`src/rtl/uart_cmd_pkg.sv`:
```
// Shared definitions for the ASCII register-access command engine:
// character constants, parser states and hex conversion helpers.
package uart_cmd_pkg;

  localparam logic [7:0] ASC_CR = 8'h0D;
  localparam logic [7:0] ASC_LF = 8'h0A;
  localparam logic [7:0] ASC_SP = 8'h20;
  localparam logic [7:0] ASC_W  = 8'h57;
  localparam logic [7:0] ASC_R  = 8'h52;
  localparam logic [7:0] ASC_K  = 8'h4B;
  localparam logic [7:0] ASC_E  = 8'h45;

  typedef enum logic [2:0] {
    S_CMD,
    S_HEX,
    S_EOL,
    S_DISCARD,
    S_EXEC,
    S_RDCAP,
    S_RESP
  } state_t;

  typedef struct packed {
    logic       valid;
    logic [3:0] nib;
  } hex_nib_t;

  function automatic hex_nib_t hex2nib(input logic [7:0] c);
    hex_nib_t r;
    r.valid = 1'b1;
    if (c >= 8'h30 && c <= 8'h39)      r.nib = c[3:0];
    else if (c >= 8'h41 && c <= 8'h46) r.nib = c[3:0] + 4'd9;
    else if (c >= 8'h61 && c <= 8'h66) r.nib = c[3:0] + 4'd9;
    else begin
      r.valid = 1'b0;
      r.nib   = 4'h0;
    end
    return r;
  endfunction

  function automatic logic [7:0] nib2hex(input logic [3:0] n);
    return (n < 4'd10) ? {4'h3, n} : (8'h37 + {4'h0, n});
  endfunction

  // Matches an uppercase command letter or its lowercase twin.
  function automatic logic is_letter(input logic [7:0] c, input logic [7:0] upper);
    return (c == upper) || (c == (upper | 8'h20));
  endfunction

endpackage

```
`src/rtl/uart_reg_cmd.sv`:
```
// Parses W/R hex commands from the UART RX FIFO, performs one register
// access per line and pushes an ASCII reply into the TX FIFO.
module uart_reg_cmd
  import uart_cmd_pkg::*;
#(
  parameter int unsigned IDLE_TIMEOUT = 27000000
) (
  input  logic       clk,
  input  logic       rst,
  input  logic [7:0] rx_data,
  input  logic       rx_empty,
  output logic       pop_rx,
  output logic [7:0] tx_data,
  input  logic       tx_full,
  output logic       push_tx,
  output logic [7:0] reg_addr,
  output logic [7:0] reg_wdata,
  output logic       reg_we,
  output logic       reg_re,
  input  logic [7:0] reg_rdata,
  output logic       busy
);

  state_t          r_state;
  logic            r_is_wr;
  logic [15:0]     r_acc;
  logic [2:0]      r_cnt;
  logic [2:0]      r_need;
  logic [3:0][7:0] r_buf;
  logic [2:0]      r_len;
  logic [2:0]      r_idx;
  logic [31:0]     r_tmo;

  hex_nib_t w_hex;
  logic     w_accept;
  logic     w_take;
  logic     w_tmo_hit;

  assign w_hex     = hex2nib(rx_data);
  assign w_accept  = (r_state == S_CMD) || (r_state == S_HEX) ||
                     (r_state == S_EOL) || (r_state == S_DISCARD);
  // The pop_rx term leaves a dead cycle after each pop so the FIFO flags settle.
  assign w_take    = w_accept && !rx_empty && !pop_rx;
  assign w_tmo_hit = (IDLE_TIMEOUT != 0) && (r_tmo == IDLE_TIMEOUT);
  assign busy      = (r_state != S_CMD);

  always_ff @(posedge clk) begin
    if (rst) begin
      r_state   <= S_CMD;
      r_is_wr   <= 1'b0;
      r_acc     <= '0;
      r_cnt     <= '0;
      r_need    <= '0;
      // NOTE: the reply buffer is a small register bank, so it is reset like any other flop.
      r_buf     <= '0;
      r_len     <= '0;
      r_idx     <= '0;
      r_tmo     <= '0;
      pop_rx    <= 1'b0;
      push_tx   <= 1'b0;
      tx_data   <= 8'h00;
      reg_addr  <= 8'h00;
      reg_wdata <= 8'h00;
      reg_we    <= 1'b0;
      reg_re    <= 1'b0;
    end else begin
      // NOTE: strobes default low each cycle and are raised below only where needed,
      // which keeps them single-cycle and avoids any path where they hold a value.
      pop_rx  <= 1'b0;
      push_tx <= 1'b0;
      reg_we  <= 1'b0;
      reg_re  <= 1'b0;

      if (w_take || r_state == S_CMD) r_tmo <= '0;
      else if (w_accept)              r_tmo <= r_tmo + 32'd1;

      case (r_state)
        S_CMD: begin
          if (w_take) begin
            pop_rx <= 1'b1;
            if (is_letter(rx_data, ASC_W)) begin
              r_state <= S_HEX;
              r_need  <= 3'd4;
              r_is_wr <= 1'b1;
              r_acc   <= '0;
              r_cnt   <= '0;
            end else if (is_letter(rx_data, ASC_R)) begin
              r_state <= S_HEX;
              r_need  <= 3'd2;
              r_is_wr <= 1'b0;
              r_acc   <= '0;
              r_cnt   <= '0;
            end else if (rx_data != ASC_CR && rx_data != ASC_LF && rx_data != ASC_SP) begin
              r_state <= S_DISCARD;
            end
          end
        end

        S_HEX, S_EOL, S_DISCARD: begin
          if (w_take) begin
            pop_rx <= 1'b1;
            if (r_state == S_HEX && w_hex.valid) begin
              r_acc <= {r_acc[11:0], w_hex.nib};
              r_cnt <= r_cnt + 3'd1;
              if (r_cnt + 3'd1 == r_need) r_state <= S_EOL;
            end else if (rx_data == ASC_CR) begin
              if (r_state == S_EOL) begin
                r_state <= S_EXEC;
              end else begin
                r_buf   <= {8'h00, ASC_LF, ASC_CR, ASC_E};
                r_len   <= 3'd3;
                r_idx   <= 3'd0;
                r_state <= S_RESP;
              end
            end else begin
              r_state <= S_DISCARD;
            end
          end else if (w_tmo_hit) begin
            // Stale partial line: drop it without a reply.
            r_state <= S_CMD;
            r_acc   <= '0;
            r_cnt   <= '0;
          end
        end

        S_EXEC: begin
          if (r_is_wr) begin
            reg_addr  <= r_acc[15:8];
            reg_wdata <= r_acc[7:0];
            reg_we    <= 1'b1;
            r_buf     <= {8'h00, ASC_LF, ASC_CR, ASC_K};
            r_len     <= 3'd3;
            r_idx     <= 3'd0;
            r_state   <= S_RESP;
          end else begin
            reg_addr <= r_acc[7:0];
            reg_re   <= 1'b1;
            r_cnt    <= '0;
            r_state  <= S_RDCAP;
          end
        end

        S_RDCAP: begin
          // First cycle waits for the bus to return data; the second captures it
          // and launches the first reply byte straight away when the FIFO has room.
          if (r_cnt == 3'd0) begin
            r_cnt <= 3'd1;
          end else begin
            r_buf   <= {ASC_LF, ASC_CR, nib2hex(reg_rdata[3:0]), nib2hex(reg_rdata[7:4])};
            r_len   <= 3'd4;
            r_state <= S_RESP;
            if (!tx_full) begin
              tx_data <= nib2hex(reg_rdata[7:4]);
              push_tx <= 1'b1;
              r_idx   <= 3'd1;
            end else begin
              r_idx   <= 3'd0;
            end
          end
        end

        S_RESP: begin
          if (!push_tx && !tx_full) begin
            tx_data <= r_buf[r_idx[1:0]];
            push_tx <= 1'b1;
            r_idx   <= r_idx + 3'd1;
            if (r_idx + 3'd1 == r_len) r_state <= S_CMD;
          end
        end

        default: r_state <= S_CMD;
      endcase
    end
  end

endmodule

```
`config.mk`:
```
export PLATFORM = sky130hd
export DESIGN_NAME = uart_reg_cmd
export DESIGN_NICKNAME = d
export VERILOG_FILES = /design/src/rtl/uart_cmd_pkg.sv /design/src/rtl/uart_reg_cmd.sv
export SDC_FILE = /design/constraint.sdc
export NUM_CORES = 1
export LEC_CHECK = 0
export ABC_AREA = 0
export CAP_MARGIN = 20
export CORE_MARGIN = 3
export CORE_UTILIZATION = 55
export DETAILED_ROUTE_END_ITERATION = 6
export GPL_ROUTABILITY_DRIVEN = 0
export GPL_TIMING_DRIVEN = 0
export PLACE_DENSITY_LB_ADDON = 0.1
export SLEW_MARGIN = 25
export SYNTH_ARGS = -nofsm -noshare
export SYNTH_HDL_FRONTEND = slang
export SYNTH_SLANG_ARGS = --single-unit
```
`constraint.sdc`:
```
create_clock -name clk -period 3.95 [get_ports clk]
set_clock_uncertainty 0.15 [all_clocks]
set_input_delay 0.9875 -clock clk [delete_from_list [all_inputs] [get_ports clk]]
set_output_delay 0.9875 -clock clk [all_outputs]
set_load 0.005 [all_outputs]
```
==> summary.md, run 1 <==
| Metric | Value |
|---|---|
| Register bit count reported by yosys | `104` |
| Port bufs | `46` |
| Final Worst Setup Slack | `0.283 ns` |
| Area contributors post-synth | `dfxtp_1 40%, nor2_1 6.1%, mux2i_1 5.5%` |
| R2r endpoint | `r_acc[2]` |
| PD cells | `320 nW/um^2` |
| Hold Crit Depth | `2` |
| WL per Instance | `15.8 um` |
| Crit. End Element | `flip-flop` |
| Unrepaired setup endpoints after global routing | `no` |
| Clock sinks | `104` |
| Top-count cell post-synth | `dfxtp_1` |
| HPWL Detailed | `9610 um` |
| Crit-path max cell delay | `0.58 ns` |
| Reg-to-reg slack, setup | `~0.96 ns` |
| First-pass GRT wire length | `22400 um` |
| Finished Cell Area | `6130 um^2` |
| Area growth syn-to-layout | `16.2%` |
| Initial antenna violation count | `0` |
| Total power | `1.96 mW` |
| Pre-antenna DRT Iters | `5` |
| Clk root buf | `clkbuf_8` |
| First DRT Iteration DRCs | `338` |
| Clock Path Buffers | `2` |
| Fin. Hold Viols | `0` |
| Cell with the largest stage delay on the worst path | `a211oi_1` |
| WP buf/inv | `4` |
| Setup violations, final | `0` |
| Max Transition Viols Final | `0` |
| Crit path DAT | `3.82 ns` |
| Slew margin rel. | `53.5%` |
| Synthesized area | `5270 um^2` |
| Synthesized area per cell | `8.37 um^2` |
| Min-delay src | `r_buf[3]` |
| R2R depth | `7` |
| Max VDD drop | `242 uV` |
| DRC Markers | `0` |
| Routed Antenna Nets | `0` |
| Sequential-to-total area share from yosys stat | `39.5%` |
| Util after Layout | `about two thirds` |
| Mapped Cells | `630` |
| H-tree depth | `3` |
| Share of the clock period used by the worst path | `slightly above 90%` |
| R2R Path Start | `r_tmo[9]` |
| Routed Wire Length | `13000 um` |
| Die width | `104 um` |
| Status | `finished clean` |
| Max Cap Violations | `0` |
| Top cells by count, synth | `104 x dfxtp_1, 86 x nor2_1, 63 x nand2_1` |
| Worst path depth | `9` |
| Post-route insts no fill | `about 820` |
| Leakage power | `1.99 nW` |
| Async S/R FF share, synth | `0%` |
| Layout cell share with drive strength beyond 1 | `around 4.8%` |
| Vias/cell | `roughly 5.8` |
| Largest area contributor in the netlist | `dfxtp_1` |
| Vias in the first global route | `4590` |
| Startpoint types | `input port` |
| I/O Pins | `49` |
| Main synth FF type | `dfxtp_1` |
| DP Worst Slack | `-0.411 ns` |
| Top delay family on crit path | `buffers and inverters` |
| Starting density of the core | `56.8%` |
| Largest net degree at the start of global routing | `18` |
| Worst Path Required | `4.11 ns` |
| CTS clk-pin slew, worst paths | `approximately 0.10 ns` |
| Setup CP Type | `in2reg` |
| CP max FO | `10` |
| Clk Latency, worst-skew pair | `between 0.3 and 0.4 ns` |
| Yosys warns | `0` |
| Min-delay worst type | `reg2reg` |
| Placed Cells | `805` |
| Fmax | `~270 MHz` |
| Hold EP | `r_buf[3]` |
| Synthesized Nets | `around 660` |
| Die Area | `10800 um^2` |
| Clock tree from TritonCTS | `built` |
| Number of synthesized flops with an enable pin | `0` |
| Post-synthesis cell type count | `68` |
| Slew @ Worst Pin | `0.695 ns` |
| CTS Buf Count | `9` |
| Via count | `4760` |
| Nets | `719` |
| Gr usage total | `24.9%` |
| Core box area | `9280 um^2` |
| Yosys top cell area share | `39.5%` |
| # rows | `35` |
| Die Ht | `104 um` |
| Fill count | `between 800 and 900` |
| Inserted Diodes | `0` |
| Placed cell areas | `roughly 5900 um^2` |
| Crit-path cells | `clkdlybuf4s50_1, clkbuf_1, nor2_1, a211oi_1, o21ai_0, a2111oi_4, buf_4, buf_6, mux2i_1` |
| Tmin final | `3.67 ns` |
| Grt ovf | `0` |
==> flip-flops by register name (all words and copies together) (netlist names) <==
register	flops
reg_wdata	8
reg_addr	8
pop_rx	1
r_tmo	32
r_cnt	3
push_tx	1
tx_data	7
r_is_wr	1
r_acc	16
r_idx	3
reg_we	1
r_need	1
reg_re	1
r_len	1
r_state	3
r_buf	17
==> timing repair <==
| action | 4_1_cts | 5_1_grt |
|---|---|---|
| setup endpoints to repair | 10 | 25 |
| gates resized for setup | 1 | 1 |
| pin swaps | 0 | 1 |
| hold buffers | 0 | 0 |
| buffers inserted | 0 | 1 |
==> metrics by stage <==
step	hold WS, ns	setup TNS, ns
floorplan	0.279	0
global placement	0.286	-4.93
detailed placement	0.295	-8.23
CTS	0.309	0
global route	0.332	0
finish	0.309	0
==> how the worst max path moves through the flow <==
stage | from | to
2_1_floorplan | rx_data[3] | r_acc[11]
3_3_place_gp | rx_data[4] | r_acc[9]
3_5_place_dp | rx_data[4] | r_acc[2]
4_1_cts | rx_data[6] | r_acc[2]
5_1_grt | rx_data[2] | r_acc[6]
6_report | rx_data[2] | r_acc[2]
==> per-layer routing <==
metal  vias to the layer above  track usage [%]  part of all wire (%)
li1                       2364                -                     -
met1                      2248             33.7                    45
met2                       130             41.1                    48
met3                        18             4.22                   5.7
met4                         0             7.03                   1.4
met5                         -                0                     0
==> final cells by class <==
class	count	area (um^2)	share of cell area, %
multi-input cells	470	2980	48.6
flip-flops and latches	104	2080	34.0
repair buffers	47	468	7.64
well taps	129	161	2.63
clock buffers	11	151	2.47
plain buffers	36	146	2.39
inverters	20	75.1	1.23
clock inverters	5	63.8	1.04
==> cell usage in the layout (no fill, tap or decap), types with 8 or more instances in the layout <==
cell type	count
dfxtp_1	104
nor2_1	86
nand2_1	63
clkdlybuf4s50_1	46
a21oi_1	33
clkbuf_1	29
mux2i_1	29
o21ai_0	28
a211oi_1	22
nor3_1	21
inv_1	20
xnor2_1	20
nand3_1	17
or3_1	11
nand4_1	11
ha_1	11
clkbuf_8	11
nor2b_1	10
xor2_1	9
nor4_1	8
==> tightest hold or removal path, stage by stage (launching register included) <==
cell and delay, ns:
dfxtp_1 0.32, nand2_1 0.05, a21oi_1 0.05
==> report_power, final <==
part           internal, mW  total, mW  switching [mW]
Clock                 0.332      0.714           0.381
Sequential             1.05       1.06         0.00527
Combinational        0.0743      0.189           0.115
Total                  1.46       1.96           0.501
==> kinds of logic after synthesis <==
logic type / after synthesis / synth area share [%]
XOR/XNOR: 30 / 5.25
AND/OR/NAND/NOR: 260 / 24.0
buffers and inverters: 56 / 4.20
flip-flops: 104 / 39.5
adder cells (fa/ha/maj): 11 / 2.61
multiplexers: 38 / 7.86
AO/OA/AOI/OAI: 130 / 16.5
other: 1 / 0.0712
(Power assumes the default switching activity.)
==> inputs of run 2 (changes only) <==
--- a/config.mk
+++ b/config.mk
@@ -5,7 +5,6 @@
 export SDC_FILE = /design/constraint.sdc
 export NUM_CORES = 1
 export LEC_CHECK = 0
-export ABC_AREA = 0
 export CAP_MARGIN = 20
 export CORE_MARGIN = 3
 export CORE_UTILIZATION = 55
@@ -17,3 +16,4 @@
 export SYNTH_ARGS = -nofsm -noshare
 export SYNTH_HDL_FRONTEND = slang
 export SYNTH_SLANG_ARGS = --single-unit
+export TNS_END_PERCENT = 20
==> constraint.sdc (replaced) <==
create_clock -name clk -period 3.7 [get_ports clk]
set_clock_uncertainty 0.15 [all_clocks]
set_input_delay 0.925 -clock clk [delete_from_list [all_inputs] [get_ports clk]]
set_output_delay 0.925 -clock clk [all_outputs]
set_load 0.005 [all_outputs]
==> run 2 against run 1 <==
Net effect: die area is the same; clock power grew 6.9%; first-iteration DRC count grew 0.30%; combinational power grew 7%; count of clock-buffer cells in the layout is the same; sequential power grew 7%; register-to-register slack lost 0.25 ns; hold slack is essentially flat; via count shrank 0.34%; non-clock buffer count is the same.
==> summary.md, run 2 (synthesis gave the netlist of run 1 again) <==
| Metric | Value |
|---|---|
| Leakage power | `2.00 nW (about the same)` |
| CTS clk-pin slew, worst paths | `0.10 ns (about the same)` |
| Startpoint types | `input port` |
| Clock sinks | `104 (unchanged)` |
| Fin. Hold Viols | `0 (unchanged)` |
| Die Area | `10800 um^2 (unchanged)` |
| Slew @ Worst Pin | `0.699 ns (+0.00387 ns)` |
| Max reg flops | `32 (unchanged)` |
| Post-route insts no fill | `822 (unchanged)` |
| Grt ovf | `0 (unchanged)` |
| Share of the clock period used by the worst path | `between 90 and 100%` |
| Setup CP Type | `in2reg` |
| Port bufs | `46 (unchanged)` |
| Routed Antenna Nets | `0 (unchanged)` |
| DRC Markers | `0 (unchanged)` |
| Regs by FF count | `r_tmo x32, r_buf x17, r_acc x16` |
| Vias/cell | `5.77 (-0.34%)` |
| First-pass GRT wire length | `22400 um (about the same)` |
| Status | `finished clean` |
| Clock Path Buffers | `2 (unchanged)` |
| Clock tree from TritonCTS | `built` |
| Most common cell after layout, fill and taps aside | `dfxtp_1` |
| CTS Buf Count | `9 (unchanged)` |
| Initial antenna violation count | `0 (unchanged)` |
| HPWL Detailed | `9610 um (unchanged)` |
| Min-delay src | `reg_wdata[3]` |
| Slew margin rel. | `53.3% (-0.26 points)` |
| Clk root buf | `clkbuf_8` |
| Setup TNS | `0 ns (unchanged)` |
| CTS Hold Bufs | `0 (unchanged)` |
| Core box area | `9280 um^2 (unchanged)` |
| Min-delay worst type | `reg2reg` |
| Finished Cell Area | `6130 um^2 (about the same)` |
| H-tree depth | `3 (unchanged)` |
| R2R Path Start | `r_tmo[9]` |
| Starting density of the core | `56.8% (unchanged)` |
| Placed Cells | `805 (unchanged)` |
| Clk Latency, worst-skew pair | `0.38 ns (about the same)` |
| Biggest register | `r_tmo` |
| CP max FO | `10 (unchanged)` |
| Vias in the first global route | `4590 (unchanged)` |
| R2r endpoint | `r_acc[2]` |
| Gr usage total | `24.9% (about the same)` |
| I/O Pins | `49 (unchanged)` |
| Routed Wire Length | `13000 um (-0.50%)` |
| Hold Crit Depth | `2 (unchanged)` |
| Setup violations, final | `0 (unchanged)` |
| Placed cell areas | `5890 um^2 (unchanged)` |
| Via count | `4744 (-0.34%)` |
| Crit path DAT | `3.64 ns (-0.18 ns)` |
| Crit. End Element | `flip-flop` |
| Fmax | `288 MHz` |
| Most frequent cells in the layout | `104 x dfxtp_1, 86 x nor2_1, 63 x nand2_1` |
| Fill count | `825 (-0.36%)` |
| Max Transition Viols Final | `0 (unchanged)` |
| Worst Path Required | `3.86 ns (-0.25 ns)` |
| Max Cap Violations | `0 (unchanged)` |
| Inserted Diodes | `0 (unchanged)` |
| PD cells | `342 nW/um^2 (+6.8%)` |
| Nets | `719 (unchanged)` |
| # rows | `35 (unchanged)` |
| Area growth syn-to-layout | `16.3% (about the same)` |
| Layout cell share with drive strength beyond 1 | `4.91% (+0.14 points)` |
| Die Ht | `104 um (unchanged)` |
| Largest net degree at the start of global routing | `18 (unchanged)` |
| Hold EP | `reg_wdata[3]` |
| R2R depth | `7 (unchanged)` |
| Tmin final | `between 3 and 4 ns` |
| Reg-to-reg slack, setup | `0.71 ns (-0.25 ns)` |
| Max VDD drop | `258 uV (+6.5%)` |
| Pre-antenna DRT Iters | `5 (unchanged)` |
| First DRT Iteration DRCs | `339 (+0.30%)` |
| WL per Instance | `15.8 um (-0.50%)` |
| Die width | `104 um (unchanged)` |
## run 2: worst max-delay path, cell delays in order
cell	delay (ns)
clkdlybuf4s50_1	0.48
clkbuf_1	0.37
nand4b_1	0.30
o41ai_2	0.59
and2_1	0.29
clkbuf_1	0.35
o21ai_0	0.17
a21oi_1	0.17
## run 2: cell type report
class | instances | area, um^2 | share of cell area [%]
inverter | 20 | 75.1 | 1.22
clock buffer | 11 | 151 | 2.47
multi-input combinational | 470 | 2980 | 48.7
tap | 129 | 161 | 2.63
sequential | 104 | 2080 | 34.0
timing repair buffer | 47 | 468 | 7.63
buffer | 36 | 146 | 2.39
clock inverter | 5 | 63.8 | 1.04
## run 2: power by group
| part | internal (mW) | switching, mW | leakage, nW |
|---|---|---|---|
| registers | 1.12 | 0.00584 | 0.838 |
| logic | 0.0795 | 0.122 | 1.05 |
| clock network | 0.355 | 0.409 | 0.106 |
## run 2: what timing repair did
action / in CTS / in global routing
endpoints found under the setup margin: 16 / 28
gates resized for setup: 1 / 2
setup buffers: 1 / 0
endpoints found under the hold margin: 0 / 0
pin swaps: 1 / 0
## run 2: worst max path at each step
stage                     startpoint   endpoint
after floorplan           rx_data[3]  r_acc[11]
after global placement    rx_data[4]   r_acc[9]
after detailed placement  rx_data[4]   r_acc[2]
after CTS                 rx_data[2]   r_buf[3]
after global routing      rx_data[2]   r_buf[0]
final                     rx_data[2]   r_buf[3]
## run 2: per-stage QoR
step	util (%)	setup WS (ns)	hold slack, ns	power (mW)
floorplan	-	0.285	0.279	1.28
CTS	65.9	0.00445	0.309	2.11
global placement	63.5	-0.449	0.286	1.35
global route	66.0	-0.0102	0.332	2.17
detailed placement	63.5	-0.599	0.295	1.35
finish	66.0	0.223	0.309	2.09
## run 2: metal layers
layer  part of all wire, %  global-route usage, %
met3                   5.7                   4.28
met1                    45                   33.7
met4                   1.8                   7.31
met2                    47                   40.9
met5                     0                      0
==> inputs of run 3 (changes only) <==
==> constraint.sdc (replaced) <==
create_clock -name clk -period 3.84 [get_ports clk]
set_clock_uncertainty 0.15 [all_clocks]
set_input_delay 0.96 -clock clk [delete_from_list [all_inputs] [get_ports clk]]
set_output_delay 0.96 -clock clk [all_outputs]
set_load 0.005 [all_outputs]
==> results of run 3 <==
The final DEF is identical to that of run 1. Status: finished clean.
Among the figures that moved: setup slack after placement -0.411 ns -> -0.494 ns; setup slack after layout 0.283 ns -> 0.200 ns; register-to-register setup slack 0.96 ns -> 0.85 ns; total power 1.96 mW -> 2.02 mW; worst IR drop on VDD 242 uV -> 249 uV
